--- src/rtl/cpu_ctrl_pkg.sv ---
// Shared types and constants for the CPU pipeline control blocks.
package cpu_ctrl_pkg;

  localparam int unsigned CNT_W = 32;
  localparam logic [4:0]  XZR   = 5'd31;

  typedef enum logic [1:0] {
    RUN      = 2'd0,
    MEM_WAIT = 2'd1,
    ERR      = 2'd2
  } state_t;

endpackage

--- src/rtl/sat_counter32.sv ---
// Saturating event counter used for the pipeline performance counters.
module sat_counter32
  import cpu_ctrl_pkg::*;
(
  input  logic             clk,
  input  logic             reset,
  input  logic             inc,
  output logic [CNT_W-1:0] count
);

  logic [CNT_W-1:0] r_count;

  always_ff @(posedge clk) begin
    if (reset) begin
      r_count <= '0;
    end else if (inc && (r_count != '1)) begin
      r_count <= r_count + CNT_W'(1);
    end
  end

  assign count = r_count;

endmodule

--- src/rtl/pipeline_hazard_ctrl.sv ---
// Pipeline sequencing: load-use stalls, taken-branch flushes and data-memory
// freezes, with stall/flush counters and a sticky memory timeout.
module pipeline_hazard_ctrl
  import cpu_ctrl_pkg::*;
#(
  parameter logic        DELAY_SLOT  = 1'b1,
  parameter int unsigned MEM_TIMEOUT = 16
)
(
  input  logic             clk,
  input  logic             reset,
  input  logic [4:0]       id_rn,
  input  logic [4:0]       id_rm,
  input  logic             id_uses_rn,
  input  logic             id_uses_rm,
  input  logic             id_br_taken,
  input  logic [4:0]       idex_rd,
  input  logic             idex_mem_read,
  input  logic             idex_reg_write,
  input  logic             exmem_mem_req,
  input  logic             mem_ready,
  output logic             pc_en,
  output logic             ifid_en,
  output logic             idex_en,
  output logic             exmem_en,
  output logic             ifid_flush,
  output logic             idex_bubble,
  output logic             memwr_bubble,
  output logic [CNT_W-1:0] stall_cnt,
  output logic [CNT_W-1:0] flush_cnt,
  output logic             mem_err
);

  localparam int unsigned WAIT_W = 8;

  state_t            r_state;
  state_t            w_state_nxt;
  logic [WAIT_W-1:0] r_wait_cnt;
  logic [WAIT_W-1:0] w_wait_cnt_nxt;
  logic              w_memwait;
  logic              w_loaduse;
  logic              w_stall_inc;
  logic              w_flush_inc;

  assign w_memwait = exmem_mem_req & ~mem_ready & (r_state != ERR);

  // A load whose result the ID instruction needs before MEM can forward it.
  assign w_loaduse = idex_mem_read & idex_reg_write & (idex_rd != XZR) &
                     ((id_uses_rn & (id_rn == idex_rd)) |
                      (id_uses_rm & (id_rm == idex_rd)));

  always_ff @(posedge clk) begin
    if (reset) begin
      r_state    <= RUN;
      r_wait_cnt <= '0;
    end else begin
      r_state    <= w_state_nxt;
      r_wait_cnt <= w_wait_cnt_nxt;
    end
  end

  always_comb begin
    w_state_nxt    = r_state;
    w_wait_cnt_nxt = r_wait_cnt;
    pc_en          = 1'b1;
    ifid_en        = 1'b1;
    idex_en        = 1'b1;
    exmem_en       = 1'b1;
    ifid_flush     = 1'b0;
    idex_bubble    = 1'b0;
    memwr_bubble   = 1'b0;

    // The wait counter holds the number of waiting cycles including this one.
    unique case (r_state)
      RUN: begin
        if (w_memwait) begin
          w_wait_cnt_nxt = WAIT_W'(1);
          w_state_nxt    = (MEM_TIMEOUT <= 1) ? ERR : MEM_WAIT;
        end
      end
      MEM_WAIT: begin
        if (!w_memwait) begin
          w_state_nxt = RUN;
        end else begin
          w_wait_cnt_nxt = r_wait_cnt + WAIT_W'(1);
          if (32'(w_wait_cnt_nxt) >= MEM_TIMEOUT) begin
            w_state_nxt = ERR;
          end
        end
      end
      ERR: begin
        w_state_nxt = ERR;
      end
      default: begin
        w_state_nxt = RUN;
      end
    endcase

    if (!reset) begin
      if ((r_state == ERR) || w_memwait) begin
        pc_en        = 1'b0;
        ifid_en      = 1'b0;
        idex_en      = 1'b0;
        exmem_en     = 1'b0;
        memwr_bubble = 1'b1;
      end else if (w_loaduse) begin
        pc_en       = 1'b0;
        ifid_en     = 1'b0;
        idex_bubble = 1'b1;
      end else if (!DELAY_SLOT && id_br_taken) begin
        ifid_flush = 1'b1;
      end
    end
  end

  assign mem_err     = (r_state == ERR);
  assign w_stall_inc = ~pc_en;
  assign w_flush_inc = ifid_flush;

  sat_counter32 u_stall_cnt (
    .clk   (clk),
    .reset (reset),
    .inc   (w_stall_inc),
    .count (stall_cnt)
  );

  sat_counter32 u_flush_cnt (
    .clk   (clk),
    .reset (reset),
    .inc   (w_flush_inc),
    .count (flush_cnt)
  );

endmodule
--- config.mk ---
export PLATFORM = sky130hd
export DESIGN_NAME = pipeline_hazard_ctrl
export DESIGN_NICKNAME = d
export VERILOG_FILES = /design/src/rtl/cpu_ctrl_pkg.sv /design/src/rtl/sat_counter32.sv /design/src/rtl/pipeline_hazard_ctrl.sv
export SDC_FILE = /design/constraint.sdc
export NUM_CORES = 1
export LEC_CHECK = 0
export ABC_AREA = 1
export CAP_MARGIN = 15
export CORE_ASPECT_RATIO = 0.5
export CORE_MARGIN = 10
export CORE_UTILIZATION = 40
export DETAILED_ROUTE_END_ITERATION = 7
export PLACE_DENSITY = 0.74
export SETUP_SLACK_MARGIN = 0.2
export SYNTH_ARGS = -nofsm -noshare
export SYNTH_HDL_FRONTEND = slang
export SYNTH_HIERARCHICAL = 1
export SYNTH_SLANG_ARGS = --single-unit
export TNS_END_PERCENT = 50
--- constraint.sdc ---
create_clock -name clk -period 2.15 [get_ports clk]
set_input_delay 0.5375 -clock clk [delete_from_list [all_inputs] [get_ports clk]]
set_output_delay 0.5375 -clock clk [all_outputs]
set_load 0.05 [all_outputs]
==> results of run 1 <==
-- cells by family (layout without fill, tap and decap cells) --
logic type,count (synthesis),after routing
AND/OR/NAND/NOR,528,528
buffers and inverters,98,207
flip-flops,74,74
AO/OA/AOI/OAI,67,67
XOR/XNOR,4,4
adder cells (fa/ha/maj),3,3
other,1,6
-- where the power goes --
part | leakage (nW) | total [mW] | switching [mW] | internal, mW
registers | 0.598 | 1.39 | 0.00921 | 1.38
logic | 2.24 | 0.246 | 0.146 | 0.101
clock network | 0.151 | 1.63 | 0.616 | 1.01
total | 2.99 | 3.26 | 0.770 | 2.49
-- final cells by class --
| cell class | instances | area (um2) | area share (%) |
|---|---|---|---|
| Multi-Input combinational cell | 608 | 3103 | 48.45 |
| Sequential cell | 74 | 1485 | 23.19 |
| Timing Repair Buffer | 112 | 988.4 | 15.43 |
| Inverter | 79 | 302.8 | 4.727 |
| Clock buffer | 9 | 225.2 | 3.516 |
| Tap cell | 165 | 206.4 | 3.223 |
| Clock inverter | 7 | 93.84 | 1.465 |
-- registers in the layout, indices dropped and copies added (netlist names) --
signal,cells
r_state,2
r_wait_cnt,8
u_flush_cnt/count,32
u_stall_cnt/count,32
-- placed cells by master, fill, tap and decap left out, drive strengths merged, types with 2 or more instances in the layout --
cell	n
nand2	234
nor2	178
buf	86
inv	76
dfxtp	74
nand3	70
a21oi	48
nand4	29
dlygate4sd2	20
nor3	11
a31oi	10
clkbuf	9
o21ai	9
conb	6
dlymetal6s2s	6
clkinv	5
xor2	4
clkinvlp	3
ha	3
bufinv	2
nand3b	2
and2	2
-- worst max-delay path, delay by kind of cell --
family / cells / cell delay [ns]
buffers and inverters: 4 / 0.62
AND/OR/NAND/NOR: 4 / 0.35
-- timing repair --
action / CTS / global route
pin swaps: 25 / 11
gates resized for setup: 99 / 24
setup buffers: 1 / 0
setup endpoints to repair: 49 / 40
-- cell usage after synthesis --
library cell | instances | area (um2)
o21ai_0 | 7 | 35.03
nand2_4 | 6 | 67.56
a21oi_1 | 45 | 225.2
a21oi_2 | 3 | 26.28
nor2_1 | 150 | 563.0
and2_1 | 2 | 12.51
nand2_1 | 210 | 788.3
o21ai_1 | 2 | 10.01
buf_6 | 10 | 112.6
nor3_2 | 2 | 20.02
buf_2 | 4 | 20.02
nor2_2 | 13 | 81.33
and3_2 | 1 | 7.510
buf_1 | 2 | 7.510
clkinv_1 | 2 | 7.510
nor2_8 | 3 | 60.06
dfxtp_1 | 74 | 1481
nor3_1 | 9 | 45.04
xor2_1 | 4 | 35.03
ha_1 | 3 | 37.54
nand2_2 | 18 | 112.6
nand4_1 | 25 | 156.4
nand4_2 | 4 | 50.05
a31oi_1 | 10 | 62.56
nand3_2 | 15 | 150.1
inv_2 | 10 | 37.54
nor2_4 | 12 | 135.1
or2_1 | 1 | 6.260
conb_1 | 1 | 3.750
nand3b_1 | 2 | 15.01
nand3_1 | 55 | 275.3
buf_4 | 3 | 22.52
inv_1 | 67 | 251.5
-- routing by layer --
metal,GRT usage [%],wire (um),vias to the layer above
li1,-,-,2699
met1,18.22,6099,2382
met2,25.21,6318,114
met5,0,0,-
met3,4.151,733,17
met4,4.689,161,0
-- through the flow --
stage | power (mW) | std cells
after floorplan | 1.562 | 780
final | 3.263 | 1054
after global routing | 3.373 | 1054
after detailed placement | 1.662 | 1037
after CTS | 3.296 | 1054
after global placement | 1.659 | 1037
-- worst max path at each step --
stage / depth (start not counted) / startpoint / to / slack, ns
4_1_cts: 1 / u_stall_cnt/count[27] / stall_cnt[27] / 0.05
6_report: 8 / reset / ifid_en / 0.1
5_1_grt: 9 / id_rn[4] / pc_en / -0.007
3_5_place_dp: 18 / idex_rd[0] / u_stall_cnt/count[25] / -0.41
2_1_floorplan: 9 / idex_rd[3] / pc_en / 0.03
3_3_place_gp: 11 / idex_rd[0] / pc_en / -0.37
==> flow_metrics.tcl, run 1 <==
set metrics [dict create \
    status "finished, final reports clean" \
    r2r_slack_ns 0.41 \
    cp_slowest_stage_delay_ns 0.25 \
    io_buffer_count 93 \
    synth_fa_ha_area_share_pct 0.7626 \
    start_util_pct 41.32 \
    dpl_worst_slack_ns -0.4148 \
    drc 0 \
    yosys.area_share.simple_pct 51.73 \
    yosys-mux-area-fraction_pct 0 \
    worstHoldStart "r_wait_cnt[7]" \
    dieArea_um2 17410 \
    vias 5212 \
    total_leakage_power_nw 2.990 \
    ys_types 33 \
    synth_compound_area_share_pct 7.295 \
    worstPathRequired_ns 1.61 \
    design_area_um2 6405 \
    cp-end-kind "output pin" \
    r2r-end "u_stall_cnt/count[12]" \
    avgSynthCellArea_um2 6.351 \
    synth_top_family_by_area "simple AND/OR/NAND/NOR gates" \
    cts_hold_buf 0 \
    yosysWarnings 6 \
    fin_setup_tns_ns 0 \
    dpl-instance-area_um2 6026 \
    tightest_slew_ns 0.5088 \
    drive_above_1_share_pct 24.07 \
    drv_slew 0 \
    wire_per_inst_um 12.63 \
    slew_headroom_pct 66.02 \
    critPathKind "primary input to output pin" \
    drv_cap 0 \
    chipHeight_um 98.44 \
    worstHoldPathCells 2 \
    crit_slowest_cell "dlygate4sd2_1" \
    fillers 1191 \
    ys_ff_latch 74 \
    htreeDepth 3 \
    num_io_pins 96 \
    final_util_pct 53.77 \
    synthCells 775 \
    worstPathMaxFanout 2 \
    clk_pin_slew_ns 0.06 \
    reg2reg_depth 9 \
    cts.sinks 74 \
    grt-ovfl-total 0 \
    hold_path.class "flip-flop to flip-flop" \
    setup_viol 0 \
    gr-usage-all-layers_pct 14.98 \
    antenna_left 0 \
    arrival_ns 1.51 \
    hold_violations 0 \
    cts_tree "built" \
    synth-xor-area-share_pct 0.7117 \
    clockBufferDepth 2 \
    hpwl_mm 10.12 \
    synth_area_um2 4922 \
    layout_min_cycle_time_ns 2.051 \
    hold_end "r_wait_cnt[7]" \
    cts_buffers 9 \
    drt-pass1-iter-count 6 \
    fin_skew_ns 0.005752 \
    crit_chain "dlygate4sd2_1, inv_2, nand3_2, nor2_2, nand2_2, nand2_4, clkinvlp_4, buf_12" \
    design.core.area_um2 11910 \
    wl_mm 13.31 \
    ir_drop_v 0.0002831 \
    setup_ws_ns 0.09859 \
    rows 28 \
    grt_pass1_vias 4688 \
    cts_root_buf "clkbuf_16" \
    area_growth_syn_to_layout_pct 30.12 \
    via_per_inst 4.945 \
    dr.first_iter.drc_count 313 \
    die_w_um 176.9 \
    grt_max_degree 42 \
    power_density_nw_per_um2 509.5 \
    grt_pass1_wl_mm 21.96 \
    antenna_found_initial 0 \
    max_freq_ghz 0.4875 \
    post-route-period-util_pct 95.41 \
    antennaDiodeCount 0 \
    gp_congestion 0.8725 \
    hold_ws_ns 0.4835 \
    start_kind "primary input" \
    grt_setup_unrepaired "yes" \
    clk_latency_ns 0.34 \
    num-nets-final 911 \
    ys_seq_area_share_pct 30.10 \
    r2r-start "u_stall_cnt/count[1]" \
]
No activity file was read; power rests on OpenSTA's default activity.
==> run 2, diff against run 1 <==
Clock period 2.15 ns to 1.9 ns, I/O delays scaled along.
==> flow_metrics.tcl, run 2 (synthesis results as in run 1) <==
set metrics [dict create \
    fin_cells 1069 \
    antenna_left 0 \
    grt_max_degree 42 \
    hpwl_mm 10.38 \
    cts_root_buf "clkbuf_16" \
    dr.first_iter.drc_count 448 \
    cts_tree "built" \
    chipHeight_um 98.44 \
    cp-end-kind "output pin" \
    die_w_um 176.9 \
    htreeDepth 3 \
    dp_cells 1039 \
    wl_mm 14.80 \
    clk_pin_slew_ns 0.06 \
    drc 0 \
    gr-usage-all-layers_pct 15.83 \
    final_common_cell "nand2_1" \
    path_buf_inv 3 \
    status "finished, violations left" \
    antenna_found_initial 0 \
    hold_path.class "flip-flop to flip-flop" \
    fin_setup_tns_ns -0.08602 \
    setup_viol 2 \
    ir_drop_v 0.0003602 \
    hold_ws_ns 0.4825 \
    worstPathMaxFanout 2 \
    cts.sinks 74 \
    design_area_um2 6760 \
    worstPathRequired_ns 1.42 \
    grt_setup_unrepaired "yes" \
    gp_congestion 0.8884 \
    critPathKind "primary input to output pin" \
    dieArea_um2 17410 \
    cts_hold_buf 0 \
    start_kind "primary input" \
    grt-ovfl-total 0 \
    path_delay_family "buffers and inverters" \
    rows 28 \
    cts_buffers 9 \
    crit_chain "buf_6, xor2_1, nor2_1, nand3_1, nand2_1, nand2_2, nand2_4, clkinvlp_4, buf_12" \
    start_util_pct 41.32 \
    via_per_inst 5.130 \
    slew_headroom_pct 63.57 \
    arrival_ns 1.47 \
    violations "negative setup slack" \
    drv_slew 0 \
    drv_cap 0 \
    grt_pass1_vias 4913 \
    cp_slowest_stage_delay_ns 0.19 \
    hold_violations 0 \
    wire_per_inst_um 13.84 \
    antennaDiodeCount 0 \
    layout_min_cycle_time_ns 1.944 \
    fin_skew_ns 0.007106 \
    area_growth_syn_to_layout_pct 37.34 \
    crit_slowest_cell "buf_12" \
    mostFrequentLayoutCells "nand2_1, nor2_1, buf_4, inv_1, nand3_1" \
    grt_pass1_wl_mm 23.38 \
    design.core.area_um2 11910 \
    io_buffer_count 93 \
    setup_ws_ns -0.04426 \
    drive_above_1_share_pct 31.64 \
    num_io_pins 96 \
    post-route-period-util_pct 102.3 \
    tightest_slew_ns 0.5445 \
    vias 5484 \
    total_leakage_power_nw 3.020 \
    drt-pass1-iter-count 6 \
    max_freq_ghz 0.5143 \
    clockBufferDepth 2 \
    num-nets-final 927 \
    clk_latency_ns 0.33 \
    dpl-instance-area_um2 6060 \
    power_density_nw_per_um2 569.7 \
]
[run 2: cell count changes in the layout (fill, tap and decap cells not counted), sizes merged, moves of 3 or more]
cell / previous run / this run
buf: 86 / 117
clkinv: 5 / 1
nand2: 234 / 237
dlygate4sd2: 20 / 6
clkbuf: 9 / 12
dlymetal6s2s: 6 / 0
[run 2: final timing paths]
path / from / end / slack [ns] / cells after the start
min reg2reg: r_wait_cnt[7] / r_wait_cnt[7] / 0.48 / 2
min: r_wait_cnt[7] / r_wait_cnt[7] / 0.48 / 2
max: id_rn[2] / ifid_en / -0.04 / 9
max reg2reg: r_state[1] / u_stall_cnt/count[31] / 0.15 / 11
[run 2: power by group]
part	internal, mW	leakage, nW	switching, mW
registers	1.56	0.611	0.0117
logic	0.130	2.24	0.178
clock network	1.30	0.165	0.671
[run 2: area by class of cell]
type	count	area [um2]
clock buffers	12	279.0
clock inverters	3	67.56
fillers	1087	5151
inverters	79	315.3
multi-input cells	612	3274
flip-flops and latches	74	1521
well taps	165	206.4
repair buffers	124	1096
[run 2: per-stage QoR]
stage                     setup WS (ns)  total power, mW  util, %
after floorplan                -0.09115            1.766        -
after global placement          -0.4860            1.883    50.87
after detailed placement        -0.5346            1.888    50.87
after CTS                      -0.04007            3.862    54.43
after global routing            -0.1306            3.990    56.75
final                          -0.04426            3.851    56.75
[run 2: worst reg2reg max path, delay by kind of cell (launching register included)]
| family | cells | cell delay [ns] |
|---|---|---|
| compound gates | 1 | 0.17 |
| buf+inv | 3 | 0.27 |
| flops | 1 | 0.37 |
| simple gates | 7 | 0.84 |
[run 2: per-layer routing]
layer,vias up,global-route usage [%],routed length [um]
li1,2732,-,-
met2,220,27.50,7227
met5,-,0,0
met3,19,4.417,1084
met4,0,3.597,149
met1,2513,19.07,6337
[run 2: what timing repair did]
| item | 4_1_cts | 5_1_grt |
|---|---|---|
| pin swaps | 28 | 25 |
| buffers inserted | 2 | 9 |
| gates cloned | 2 | 2 |
| endpoints found under the setup margin | 38 | 37 |
| resized for setup | 98 | 49 |
==> RTL change 1: new RTL, settings of run 1 <==
Put a register stage on the output `flush_cnt`, with the module's reset. The value now appears one clock later. The other outputs are not delayed to match.
--- a/src/rtl/pipeline_hazard_ctrl.sv
+++ b/src/rtl/pipeline_hazard_ctrl.sv
@@ -32,6 +32,8 @@
 );
 
   localparam int unsigned WAIT_W = 8;
+
+  logic [CNT_W-1:0] flush_cnt_d;
 
   state_t            r_state;
   state_t            w_state_nxt;
@@ -128,7 +130,15 @@
     .clk   (clk),
     .reset (reset),
     .inc   (w_flush_inc),
-    .count (flush_cnt)
+    .count (flush_cnt_d)
   );
 
+  always_ff @(posedge clk) begin
+    if (reset) begin
+      flush_cnt <= '0;
+    end else begin
+      flush_cnt <= flush_cnt_d;
+    end
+  end
+
 endmodule
Check against the original RTL: equivalent (Yosys induction, for registers that start in step).
==> RTL change 1 against run 1 <==
  * Power rose by 25%
  * Routed wire length rose by 15%
  * Worst setup slack got worse by 30 ps
  * Cell area rose by 17%
  * Sequential power rose by 42%
  * Synthesized cell count rose by 13%
  * Area after synthesis rose by 18%
  * Sequential cell count rose by 32
  * Core utilization rose by 0.26 points
  * Via count rose by 11%
  * Largest cell class unchanged
==> RTL change 1: results (changes against run 1) <==
Synth Warn #: 6 (unchanged)
Sequential area share after synthesis: 36.61% (+6.5 points)
Layout cells sized above 1: 19.60% (-4.5 points)
Part of the power in registers: 48.6% (+6.1 points)
Commonest cells post-synth: nand2_1 (211), nor2_1 (182), dfxtp_1 (106)
TritonCTS buffer count: 9 (unchanged)
Outcome: finished clean
Met1 Wirelength: 6871 µm (+13%)
Initial antenna violation count: 1 (+1)
Highest routing layer actually used: met4
Fraction of registers with async set/reset: 0% (unchanged)
Max-Slew Margin vs Limit: 57.58% (-8.4 points)
Final Skew: 12.16 ps (+6.411 ps)
Layout fillers: 1340 (+13%)
First-pass GRT wire length: 25390 µm (+16%)
Mean number of vias per cell: 4.883 (-1.2%)
Met3 wire length: 766 µm (+4.5%)
Placed Cells: 1163 (+12%)
Final WL: 15290 µm (+15%)
Worst Hold Class: flop to flop
CP Max Fanout: 2 (unchanged)
Ys flop type: dfxtp_1
Vias in the first global route: 5358 (+14%)
Clk pwr share: 45.2% (-4.7 points)
Pre-CTS setup slack: -450.3 ps (-35.45 ps)
GRT Total Usage: 14.83% (-0.14 points)
Worst-Skew Late Latency: 350 ps
IO Port Bufs: 93 (unchanged)
Netlist cell types: 34 (+3.0%)
Drt pass-1 iters: 5 (-1)
Syn Area/Cell: 6.625 µm² (+4.3%)
CTS root buf: clkbuf_16
Final Non-Filler Cells: 1183 (+12%)
NetSw: 0.0009536 W (+24%)
Post-detail-place hpwl: 11140 µm (+10%)
Final Total Pwr: 0.004071 W (+25%)
Peak VDD IR: 0.3787 mV (+34%)
WL met2: 7425 µm (+18%)
Leakage Power: 3.777 nW (+26%)
DR iter-0 viols: 427 (+36%)
Htree depth: 3 (unchanged)
Cell at the slowest stage of the critical path: clkdlybuf4s15_2
GP Congestion: 0.8526 (-2.3%)
Critical Path AT: 1540 ps (+30 ps)
Final net count: 1012 (+11%)
Largest net degree at the start of global routing: 49 (+17%)
Reg clk slew, reported paths: 80 ps (+20 ps)
Crit path largest cell delay: 190 ps (-60 ps)
Clk buf depth: 2 (unchanged)
Largest cells by area after synthesis: dfxtp_1 (37%), nand2_1 (14%), nor2_1 (12%)
## RTL change 1: cell types whose count changed after synthesis, sizes merged
cell    delta
clkbuf     +1
dfxtp     +32
inv       +32
buf        +3
nor2      +32
## RTL change 1: metal layers
layer / vias up / track usage [%]
met3: 20 / 3.052
met5: - / 0
met1: 2656 / 18.38
met4: 0 / 3.966
met2: 139 / 25.53
li1: 2962 / -
## RTL change 1: final timing paths
| check | endpoint | startpoint | slack [ps] | cells past startpoint |
|---|---|---|---|---|
| max | ifid_en | id_rn[3] | 70 | 10 |
| min | flush_cnt[24] | u_flush_cnt/count[24] | 450 | 2 |
| max reg2reg | u_stall_cnt/count[17] | u_stall_cnt/count[0] | 300 | 8 |
| min reg2reg | flush_cnt[24] | u_flush_cnt/count[24] | 450 | 2 |
## RTL change 1: timing repair
action,CTS,global route
resized for setup,92,53
gates cloned,0,1
pin swaps,26,13
buffers inserted,2,0
setup endpoints to repair,71,62
## RTL change 1: through the flow
stage	instance area, µm²	utilization (%)
floorplan	5853	-
global placement	6963	50.27
detailed placement	6963	50.27
CTS	7301	52.71
global route	7483	54.03
finish	7483	54.03
## RTL change 1: cell families after synthesis
logic type,Yosys count,share of synthesized area (%)
other cells,1,0.06469
compound gates,67,6.195
simple gates,560,45.61
fa+ha+maj,3,0.6476
buf+inv,134,10.27
flops,106,36.61
xor+xnor,4,0.6043
## RTL change 1: critical path: cells and delay by family
family | cells | cell delay (ps)
simple gates | 7 | 510
buf+inv | 3 | 480
## RTL change 1: area by class of cell
class                      instances  area [µm²]  share of cell area [%]
multi-input combinational        641        3232                   43.19
sequential                       106        2123                   28.37
timing repair buffer             116        1127                   15.06
inverter                         111       420.4                   5.618
tap                              192       240.2                   3.210
clock buffer                       9       225.2                   3.010
clock inverter                     7       112.6                   1.505
antenna                            1       2.502                 0.03344
==> RTL change 2: new RTL, flow settings as in run 1 <==
Made on the original files. The parameter `DELAY_SLOT` goes from 1'b1 to 1'b0.
--- a/src/rtl/pipeline_hazard_ctrl.sv
+++ b/src/rtl/pipeline_hazard_ctrl.sv
@@ -3,7 +3,7 @@
 module pipeline_hazard_ctrl
   import cpu_ctrl_pkg::*;
 #(
-  parameter logic        DELAY_SLOT  = 1'b1,
+  parameter logic        DELAY_SLOT  = 1'b0,
   parameter int unsigned MEM_TIMEOUT = 16
 )
 (
Function: changed (Yosys sat finds a counterexample within 4 cycles, from zero or initial values and one cycle with reset high).
==> RTL change 2 against run 1 <==
  * Sequential cell count stayed put
  * Cell area is 8.5% higher
  * Core utilization is 4.2 points higher
  * Clock skew is 5.0 ps higher
  * Worst setup slack better by 4.5 ps
  * Critical path depth is 1 higher
  * Area after synthesis is 0.76% higher
  * Power is 2.2% lower
  * Fmax is 0.22% higher
  * Routed wire length is 13% higher
==> RTL change 2: results (changes against run 1) <==
Hold EP: r_wait_cnt[0]
FF-to-FF setup slack: 230 ps (-180 ps)
Tightest Pin Transition: 517.4 ps (+8.556 ps)
Initial antenna violation count: 0 (unchanged)
CP Max Fanout: 4 (+2)
Worst Hold Class: flop to flop
Drt pass-1 iters: 4 (-2)
Final net count: 949 (+4.2%)
Hold path startpoint: r_wait_cnt[0]
Fraction of registers with async set/reset: 0% (unchanged)
Vias in the first global route: 5067 (+8.1%)
Layout cells sized above 1: 30.16% (+6.1 points)
Htree depth: 3 (unchanged)
Leakage Power: 3.318 nW (+11%)
Netlist cell types: 32 (-3.0%)
Final WL: 15000 µm (+13%)
Placed cell area: 0.006334 mm² (+5.1%)
Largest delay share family, worst path: simple AND/OR/NAND/NOR gates
Layout fillers: 1152 (-3.3%)
Post-detail-place hpwl: 10900 µm (+7.7%)
Largest net degree at the start of global routing: 42 (unchanged)
Sequential area share after synthesis: 29.87% (-0.23 points)
Net Count, Synth: 826
Final Non-Filler Cells: 1090 (+3.4%)
Worst-Skew Late Latency: 330 ps
Setup Fix Bufs, Post-CTS: 2 (+1)
Number of diodes: 0 (unchanged)
GRT Total Usage: 16.18% (+1.2 points)
GP Congestion: 0.9418 (+7.9%)
Hold slack final: 484.0 ps (+0.4920 ps)
Mean number of vias per cell: 5.063 (+2.4%)
Crit path largest cell delay: 170 ps (-80 ps)
Pre-CTS setup slack: -705.4 ps (-290.6 ps)
IO Port Bufs: 95 (+2.2%)
Largest cells by area after synthesis: dfxtp_1 (30%), nand2_1 (18%), nor2_1 (11%)
Final Skew: 10.78 ps (+5.029 ps)
Critical Path AT: 1510 ps (about the same)
Peak VDD IR: 0.3690 mV (+30%)
R2R Path Start: u_stall_cnt/count[0]
Cell at the slowest stage of the critical path: a21oi_2
Post_cts resized: 109 (+10%)
Outcome: finished clean
R2R depth: 8 (-1)
Commonest cells post-synth: nand2_1 (236), nor2_1 (147), inv_1 (79)
CP startpoint: idex_rd[4]
First-pass GRT wire length: 24030 µm (+9.4%)
Hold Crit Depth: 1 (-1)
DR iter-0 viols: 331 (+5.8%)
TritonCTS buffer count: 9 (unchanged)
Register area: 0.001484 mm² (about the same)
Reg2reg end: u_stall_cnt/count[19]
Gate count of the mapped netlist: 799 (+3.1%)
## RTL change 2: where the power goes
group          switching, W  internal (W)  total (W)
sequential       0.00000688       0.00138    0.00138
combinational      0.000190      0.000147   0.000337
clock              0.000589      0.000883    0.00147
total              0.000786       0.00241    0.00319
## RTL change 2: metal layers
layer | global-route usage, % | vias to the layer above | routed length (µm)
met1 | 19.57 | 2541 | 6588
li1 | - | 2799 | -
met4 | 3.248 | 0 | 129
met3 | 4.037 | 18 | 889
met2 | 28.55 | 161 | 7395
met5 | 0 | - | 0
## RTL change 2: worst max path at each step
stage / depth (start not counted) / end / slack [ps]
floorplan: 17 / u_stall_cnt/count[25] / -30
global placement: 12 / u_flush_cnt/count[19] / -600
detailed placement: 16 / u_stall_cnt/count[19] / -710
CTS: 1 / flush_cnt[14] / 8
global route: 9 / idex_bubble / 40
finish: 9 / idex_bubble / 100
## RTL change 2: kinds of logic after synthesis
family                     after synthesis  share of synthesized area, %
DFF                                     74                         29.87
adders and majority gates                3                        0.7569
AOI/OAI and AO/OA                       67                         7.291
and+or+nand+nor                        547                         52.14
buffers and inverters                  108                         9.939
## RTL change 2: layout make-up
type	count	area share [%]
Inverter	89	5.816
Tap cell	165	2.971
Sequential cell	74	21.35
Clock buffer	9	3.241
Clock inverter	5	0.8282
Multi-Input combinational cell	619	47.97
Timing Repair Buffer	129	17.83
## RTL change 2: worst reg2reg max path: cells and delay by family, from the launching register on
| family | cells | cell delay (ps) |
|---|---|---|
| and+or+nand+nor | 5 | 850 |
| AOI/OAI and AO/OA | 1 | 250 |
| DFF | 1 | 390 |
| adders and majority gates | 1 | 240 |
| buffers and inverters | 1 | 90 |
